==> src/rtl/muldiv_pkg.sv <==
`default_nettype none
// ============================================================================
//  Module      : muldiv_pkg
//  Description : Shared types and constants for the sequential MULTU/DIVU
//                unit: operation encoding, FSM states, ALU control codes and
//                the iteration count.
//  Revision    : 1.0 - initial release
// ============================================================================
package muldiv_pkg;

  typedef enum logic {
    MULTU = 1'b0,
    DIVU  = 1'b1
  } op_e;

  typedef enum logic [1:0] {
    IDLE = 2'd0,
    RUN  = 2'd1,
    DONE = 2'd2
  } state_e;

  localparam logic [3:0] ALU_AND = 4'b0000;
  localparam logic [3:0] ALU_OR  = 4'b0001;
  localparam logic [3:0] ALU_ADD = 4'b0010;
  localparam logic [3:0] ALU_SUB = 4'b0110;
  localparam logic [3:0] ALU_SLT = 4'b0111;
  localparam logic [3:0] ALU_NOR = 4'b1100;

  localparam int N_ITER = 32;
  localparam int CNT_W  = 5;

endpackage
`default_nettype wire

==> src/rtl/muldiv_seq_alu.sv <==
`default_nettype none
// ============================================================================
//  Module      : alu
//  Description : 32-bit combinational ALU shared by the multiply/divide
//                datapath (MIPS-style control encoding).
//  Ports       : ctrl - operation select (AND/OR/ADD/SUB/SLT/NOR)
//                a, b - 32-bit operands
//                y    - 32-bit result
//  Revision    : 1.0 - initial release
// ============================================================================
module alu
  import muldiv_pkg::*;
(
  input  logic [3:0]  ctrl,
  input  logic [31:0] a,
  input  logic [31:0] b,
  output logic [31:0] y
);

  always_comb begin
    y = '0;
    case (ctrl)
      ALU_AND: y = a & b;
      ALU_OR:  y = a | b;
      ALU_ADD: y = a + b;
      ALU_SUB: y = a - b;
      ALU_SLT: y = {31'b0, ($signed(a) < $signed(b))};
      ALU_NOR: y = ~(a | b);
      default: y = '0;
    endcase
  end

endmodule
`default_nettype wire

==> src/rtl/muldiv_seq.sv <==
`default_nettype none
// ============================================================================
//  Module      : muldiv_seq
//  Description : Iterative unsigned 32x32 multiplier (shift-add) and 32/32
//                divider (restoring), one bit per cycle, fixed latency.
//                All add/subtract work goes through a single shared ALU.
//  Ports       : clk, rst         - clock, async active-high reset
//                start, op        - launch request, 0 = MULTU / 1 = DIVU
//                op_a, op_b       - unsigned operands
//                abort            - cancel the operation in flight
//                busy, done       - unit occupied / result committed pulse
//                hi, lo           - architectural HI/LO result registers
//                div_by_zero      - DIVU divisor was zero (valid with done)
//  Revision    : 1.0 - initial release
// ============================================================================
module muldiv_seq
  import muldiv_pkg::*;
(
  input  logic        clk,
  input  logic        rst,
  input  logic        start,
  input  logic        op,
  input  logic [31:0] op_a,
  input  logic [31:0] op_b,
  input  logic        abort,
  output logic        busy,
  output logic        done,
  output logic [31:0] hi,
  output logic [31:0] lo,
  output logic        div_by_zero
);

  state_e           r_state;
  logic [CNT_W-1:0] r_cnt;
  op_e              r_op;
  logic [31:0]      r_a;
  logic [31:0]      r_b;
  logic [31:0]      r_w_hi;    // P_hi for MULTU, remainder R for DIVU
  logic [31:0]      r_w_lo;    // P_lo for MULTU, quotient Q for DIVU
  logic             r_dbz;

  logic [32:0]      w_shift;
  logic [3:0]       w_alu_ctrl;
  logic [31:0]      w_alu_a;
  logic [31:0]      w_alu_b;
  logic [31:0]      w_alu_y;
  logic [31:0]      w_sum;
  logic             w_carry;
  logic             w_ge;

  // Divider: partial remainder shifted left with the next dividend bit.
  assign w_shift = {r_w_hi, r_w_lo[31]};

  assign w_alu_ctrl = (r_state != RUN) ? ALU_AND :
                      (r_op == DIVU)   ? ALU_SUB : ALU_ADD;
  assign w_alu_a    = (r_op == DIVU) ? w_shift[31:0] : r_w_hi;
  assign w_alu_b    = (r_op == DIVU) ? r_b : r_a;

  alu u_alu (
    .ctrl (w_alu_ctrl),
    .a    (w_alu_a),
    .b    (w_alu_b),
    .y    (w_alu_y)
  );

  // Multiplier: add only when the current multiplier bit is set; an unsigned
  // wrap of the sum reveals the carry-out of the 32-bit add.
  assign w_sum   = r_w_lo[0] ? w_alu_y : r_w_hi;
  assign w_carry = r_w_lo[0] & (w_alu_y < r_a);

  // Divider: subtract succeeds when the 33-bit shifted value is >= divisor.
  assign w_ge = w_shift[32] | (w_shift[31:0] >= r_b);

  always_ff @(posedge clk or posedge rst) begin
    if (rst) begin
      r_state     <= IDLE;
      r_cnt       <= '0;
      r_op        <= MULTU;
      r_a         <= '0;
      r_b         <= '0;
      r_w_hi      <= '0;
      r_w_lo      <= '0;
      r_dbz       <= 1'b0;
      busy        <= 1'b0;
      done        <= 1'b0;
      hi          <= '0;
      lo          <= '0;
      div_by_zero <= 1'b0;
    end else begin
      done        <= 1'b0;
      div_by_zero <= 1'b0;
      case (r_state)
        IDLE: begin
          if (start && !abort) begin
            r_op  <= op_e'(op);
            r_a   <= op_a;
            r_b   <= op_b;
            r_cnt <= '0;
            busy  <= 1'b1;
            if (op_e'(op) == DIVU && op_b == 32'h0) begin
              // Divide by zero bypasses the iterations entirely.
              r_w_hi  <= op_a;
              r_w_lo  <= 32'hFFFF_FFFF;
              r_dbz   <= 1'b1;
              r_state <= DONE;
            end else begin
              r_w_hi  <= '0;
              r_w_lo  <= (op_e'(op) == DIVU) ? op_a : op_b;
              r_dbz   <= 1'b0;
              r_state <= RUN;
            end
          end
        end
        RUN: begin
          if (abort) begin
            r_state <= IDLE;
            busy    <= 1'b0;
          end else begin
            if (r_op == DIVU) begin
              r_w_hi <= w_ge ? w_alu_y : w_shift[31:0];
              r_w_lo <= {r_w_lo[30:0], w_ge};
            end else begin
              {r_w_hi, r_w_lo} <= {w_carry, w_sum, r_w_lo[31:1]};
            end
            // Counter saturates at the last iteration instead of wrapping.
            if (r_cnt == CNT_W'(N_ITER - 1)) begin
              r_state <= DONE;
            end else begin
              r_cnt <= r_cnt + 1'b1;
            end
          end
        end
        DONE: begin
          r_state <= IDLE;
          busy    <= 1'b0;
          if (!abort) begin
            done        <= 1'b1;
            hi          <= r_w_hi;
            lo          <= r_w_lo;
            div_by_zero <= r_dbz;
          end
        end
        default: begin
          r_state <= IDLE;
          busy    <= 1'b0;
        end
      endcase
    end
  end

endmodule
`default_nettype wire

==> config.mk <==
export PLATFORM = sky130hd
export DESIGN_NAME = muldiv_seq
export DESIGN_NICKNAME = d
export VERILOG_FILES = /design/src/rtl/muldiv_pkg.sv /design/src/rtl/muldiv_seq_alu.sv /design/src/rtl/muldiv_seq.sv
export SDC_FILE = /design/constraint.sdc
export NUM_CORES = 1
export LEC_CHECK = 0
export ABC_AREA = 1
export ABC_CLOCK_PERIOD_IN_PS = 9700
export CAP_MARGIN = 25
export CORE_MARGIN = 1
export CORE_UTILIZATION = 60
export CTS_CLUSTER_DIAMETER = 200
export DETAILED_ROUTE_END_ITERATION = 6
export PLACE_DENSITY = 0.8
export SLEW_MARGIN = 0
export SYNTH_ARGS = -nofsm -noshare
export SYNTH_HDL_FRONTEND = slang
export SYNTH_SLANG_ARGS = --single-unit
==> constraint.sdc <==
create_clock -name clk -period 9.7 [get_ports clk]
set_input_delay 1.94 -clock clk [delete_from_list [all_inputs] [get_ports clk]]
set_output_delay 1.94 -clock clk [all_outputs]
set_load 0.005 [all_outputs]
-- Word-level counts from Yosys, hierarchy flattened
Index checks and enable logic that the tools add are counted.
- register bits after elaboration: 204
- word-level logic and storage cells: 87
- bitwise operators: 6
- order comparisons: 3
- mux-type cells: 35
- $add $sub $neg: 3
- reductions and logical operators: 13
- eq/ne operators: 14
- operators by type and width (kind ; count):
    $mux W32 ; 13
    $pmux W32 S6 ; 1
    $pmux W32 S2 ; 2
    $lt A32 B32 Y1 ; 2
    $add A32 B32 Y32 ; 1
    $and A32 B32 Y32 ; 1
    $ge A32 B32 Y1 ; 1
    $logic_not A32 Y1 ; 1
    $not A32 Y32 ; 1
    $or A32 B32 Y32 ; 1
    $sub A32 B32 Y32 ; 1
    $mux W5 ; 3
    $pmux W5 S2 ; 1
    $mux W2 ; 4
    $ne A2 B2 Y1 const B ; 4
    $reduce_and A2 Y1 ; 4
    $mux W1 ; 7
    $eq A3 B3 Y1 const B ; 2
    $mux W3 ; 2
    $add A5 B1 Y5 const B ; 1
    $eq A5 B5 Y1 const B ; 1
    $eq A3 B4 Y1 const B ; 1
    $logic_not A4 Y1 ; 1
    $pmux W2 S2 ; 1
    other kinds (16) ; 17

-- Longest topological paths before layout
- word-level depth: 9
- depth in mapped cells: 36

-- Modules after synthesis
From an unflattened synthesis, not the netlist that was laid out.
- cells, all modules: 2952
- area total of the unflattened synthesis: 18785.5 µm²
- by module, submodules not included (module ; cells an instance ; area each (µm²) ; sequential area each (µm²) ; instances):
    muldiv_seq ; 1667 ; 12300.5 ; 5104.9 ; 1
    alu ; 1285 ; 6485.0 ; 0.0 ; 1

-- Worst setup path before layout
No wires, ideal clock.
- path kind: reg-to-reg
- start: register r_op
- end: register r_w_hi[31]
- setup time: 0.117 ns
- data arrival time: 4.143 ns
- buffers on the path: 2
- stages on the path, launching flop included: 33
- slack: 5.440 ns
- required time: 9.583 ns
- period minus slack after synthesis: 4.260 ns
- cells stage by stage: dfrtp_1 -> buf_6 -> buf_6 -> o21ai_4 -> ha_1 -> inv_1 -> nor2_4 -> nand4_2 -> nor2_4 -> nand4_2 -> nor2_2 -> nand2_2 -> nand2_2 -> o21ai_1 -> xor2_1 -> ha_1 -> a21oi_1 -> nand2_1 -> a21oi_1 -> nand2_1 -> a21oi_1 -> nand3_1 -> nand3_2 -> nand2_1 -> ha_1 -> nand4_1 -> nor3_1 -> and3_1 -> nand2_1 -> nand4_1 -> nand3_1 -> nand2_1 -> nand2_1
- word-level cells in the longest chain between the ends: 9
- elaborated cells between the ends (all ways): 23
- classes of those cells: add/sub: 2; order compare: 2; eq/ne: 5; mux: 9; bitwise: 4; reduce/logical: 1
- ends and longest elaborated chain (element ; RTL line ; RTL):
    from (decl) ; muldiv_seq.sv:35 ; op_e r_op;
    from (signal assigned) ; muldiv_seq.sv:95 ; r_op <= op_e'(op);
    branches (longest 6 deep; another with $sub A32 B32 Y32) ; -- ;
    $mux W32 * ; muldiv_seq.sv:119 ; if (r_op == DIVU) begin
    $mux W32 * ; muldiv_seq.sv:115 ; if (abort) begin
    $pmux W32 S2 * ; muldiv_seq.sv:92 ; case (r_state)
    to (signal assigned) ; muldiv_seq.sv:102 ; r_w_hi <= op_a;
    to (signal assigned) ; muldiv_seq.sv:120 ; r_w_hi <= w_ge ? w_alu_y : w_shift[31:0];
    to (signal assigned) ; muldiv_seq.sv:123 ; {r_w_hi, r_w_lo} <= {w_carry, w_sum, r_w_lo[31:1]};
    to (decl) ; muldiv_seq.sv:38 ; logic [31:0] r_w_hi;
Every way passes the cells marked *. The select of a mux whose other input is x is not followed.
A chain may end at the register's enable or synchronous reset.

-- Worst setup path in the final report
Ends and elaborated chain as after synthesis.

==> impl_metrics.env <==
export IMPL_status="complete, but fails checks"
export IMPL_violations="DRC"
export IMPL_dr_pass1_iters=7
export IMPL_synth_ff_type="dfrtp_1"
export IMPL_finClkSkew_ns=0.0148
export IMPL_synth_top_cell_area_share_pct=32.7
export IMPL_finalCriticalPeriod_ns=6.42
export IMPL_ys_top_cells_by_area="dfrtp_1 33%, nand2_1 16%, o21ai_0 9.5%, ha_1 8.0%, inv_1 6.0%"
export IMPL_grt_pass1_vias=14700
export IMPL_dp_slack_ns=3.41
export IMPL_synth_most_common_cell="nand2_1"
export IMPL_holdBufCountCts=0
export IMPL_drive_above_1_share_pct=5.20
export IMPL_synthArstFlopShare_pct=100
export IMPL_clk_path_buf_depth=3
export IMPL_diodes=0
export IMPL_finalNetCount=2538
export IMPL_critical_path_class="reg2reg"
export IMPL_seq_area_frac_synth_pct=32.7
export IMPL_io_pins=136
export IMPL_required_ns=10.15
export IMPL_slew_violations=0
export IMPL_ys_ff_latch=204
export IMPL_rsz0062_at_grt="no"
export IMPL_first_iter_violations=1851
export IMPL_grt_antenna_before_repair=0
export IMPL_syn_num_nets=2469
export IMPL_slew_headroom_pct=29.5
export IMPL_insertion_delay_ns=0.55
export IMPL_setup_viol=0
export IMPL_detail_route_antenna_nets=0
export IMPL_post_cts_resized=0
export IMPL_h_tree_depth=1
export IMPL_final_setup_worst_slack_ns=3.28
export IMPL_multi_input_area_um2=9080
export IMPL_numCtsBuffers=24
export IMPL_slowest_stage="dfrtp_4"
export IMPL_placementRows=58
export IMPL_syn_cell_area_um2=15600
export IMPL_synth_commonest_cells="681 x nand2_1, 297 x o21ai_0, 249 x inv_1"
export IMPL_syn_instance_count=2299
export IMPL_track_usage_pct=38.2
export IMPL_cp_slowest_stage_delay_ns=0.66
export IMPL_grt_pass1_wl_mm=79.7
export IMPL_cp_arrival_ns=6.87
export IMPL_start_util_pct=61.6
export IMPL_r2r_cells=33
export IMPL_yosysUniqueCellTypes=46
export IMPL_dieArea_um2=26700
export IMPL_dr_total_vias=16200
export IMPL_fillers=2168
export IMPL_port_buffers=135
export IMPL_fin_setup_tns_ns=0
export IMPL_synth_edf_count=0
export IMPL_ys_warn_count=0
export IMPL_syn_to_final_growth_pct=14.8
export IMPL_holdPathStages=2
export IMPL_max_cap_violations=0
export IMPL_post_cts_buffers=0
export IMPL_routedWlPerCell_um=18.8
export IMPL_ff_latch_area_um2=5110
export IMPL_chipWidth_um=163
export IMPL_clk_pin_slew_ns=0.06
export IMPL_crit_top_cell="nand2_1"
export IMPL_core_um2=25400
export IMPL_cts_root_buf="clkbuf_16"
export IMPL_crit_path_end_kind="register"
export IMPL_holdCritPathClass="reg2reg"
export IMPL_finalHoldViolations=0
export IMPL_post_route_period_util_pct=66.2
export IMPL_cp_max_fo=75
export IMPL_die_y_um=163
export IMPL_route_detailed_drc=4
export IMPL_hpwl_mm=37.6
export IMPL_place_congestion=1.02
export IMPL_grt_max_degree=136
export IMPL_worstMarginPinSlew_ns=1.06
export IMPL_wl_mm=51.1
export IMPL_cts_tree="yes"
export IMPL_overflow=0
export IMPL_yosysTopAreaCell="dfrtp_1"
export IMPL_worst_setup_path_start_kind="register"
export IMPL_clock_sinks=204
export IMPL_viasPerCell=5.97
export IMPL_syn_avg_cell_area_um2=6.80
export IMPL_max_freq_ghz=0.156
final timing paths:
path | slack [ns] | to | from
setup / recovery | 3.28 | r_w_hi[31]$_DFFE_PP0P_ | r_op$_DFFE_PP0P_
hold / removal | 0.46 | hi[13]$_DFFE_PP0P_ | hi[13]$_DFFE_PP0P_
min in group asynchronous | 1.68 | r_cnt[0]$_DFFE_PP0P_ | rst
setup reg to reg | 3.28 | r_w_hi[31]$_DFFE_PP0P_ | r_op$_DFFE_PP0P_
hold reg to reg | 0.46 | hi[13]$_DFFE_PP0P_ | hi[13]$_DFFE_PP0P_
max in group asynchronous | 6.28 | r_w_lo[11]$_DFFE_PP0P_ | rst
cells by family (layout without fill, tap and decap cells):
kind of cell | Yosys count | after routing | synth area share [%]
AO/OA/AOI/OAI | 535 | 535 | 19.1
flip-flops | 204 | 204 | 32.7
adder cells (fa/ha/maj) | 101 | 101 | 8.13
buffers and inverters | 363 | 450 | 9.32
AND/OR/NAND/NOR | 1058 | 1058 | 28.6
XOR/XNOR | 38 | 38 | 2.13
stage by stage:
| step | std cells | instance area [µm²] | utilization [%] | hold slack (ns) |
|---|---|---|---|---|
| finish | 2716 | 18000 | 70.7 | 0.465 |
| global route | 2716 | 18000 | 70.7 | 0.495 |
| CTS | 2714 | 17900 | 70.5 | 0.471 |
| detailed placement | 2670 | 17000 | 67.0 | 0.457 |
| global placement | 2670 | 17000 | 67.0 | 0.453 |
| floorplan | 2299 | 15600 | - | 0.457 |
registers in the layout (all words and copies together) (netlist names):
signal	count
r_op	1
r_b	32
done	1
r_w_lo	32
hi	32
r_cnt	5
r_state	2
lo	32
div_by_zero	1
r_dbz	1
r_w_hi	32
r_a	32
busy	1
cell type report:
cell class | instances | share of cell area (%)
Sequential cell | 204 | 28.5
Timing Repair Buffer | 151 | 8.38
Multi-Input combinational cell | 1732 | 50.6
Inverter | 255 | 5.40
Clock inverter | 12 | 1.20
Clock buffer | 32 | 3.68
Tap cell | 330 | 2.30
metal layers:
metal	vias to the layer above	part of all wire, %	GRT usage (%)
met1	7440	43	57.2
li1	7704	-	-
met5	-	0	0
met3	115	12	7.90
met2	964	42	54.9
met4	0	3.3	11.5
critical path, delay by kind of cell (launching register included):
family / cells / cell delay, ns
xor gates and xnor gates: 1 / 0.18
AOI/OAI and AO/OA: 4 / 0.69
adders and majority gates: 3 / 0.87
buffers and inverters: 3 / 1.38
and+or+nand+nor: 22 / 2.51
DFF: 1 / 0.66
cell usage in the layout (no fill, tap or decap), types with 15 or more instances in the layout:
cell type | synthesis | layout
o21ai_0 | 297 | 297
clkbuf_16 | 0 | 24
nand3_1 | 114 | 114
xor2_1 | 19 | 19
nand2_2 | 27 | 28
o211ai_1 | 29 | 29
a21oi_1 | 119 | 119
nor3_1 | 22 | 22
o221ai_1 | 33 | 33
clkdlybuf4s50_1 | 0 | 135
nor2_1 | 142 | 141
nand4_1 | 15 | 15
inv_1 | 249 | 246
xnor2_1 | 19 | 19
ha_1 | 100 | 100
dfrtp_1 | 204 | 203
nand2_1 | 681 | 680
Power is not shown: default switching activity piles up to over one toggle a cycle in this logic, so the estimate is an artifact.
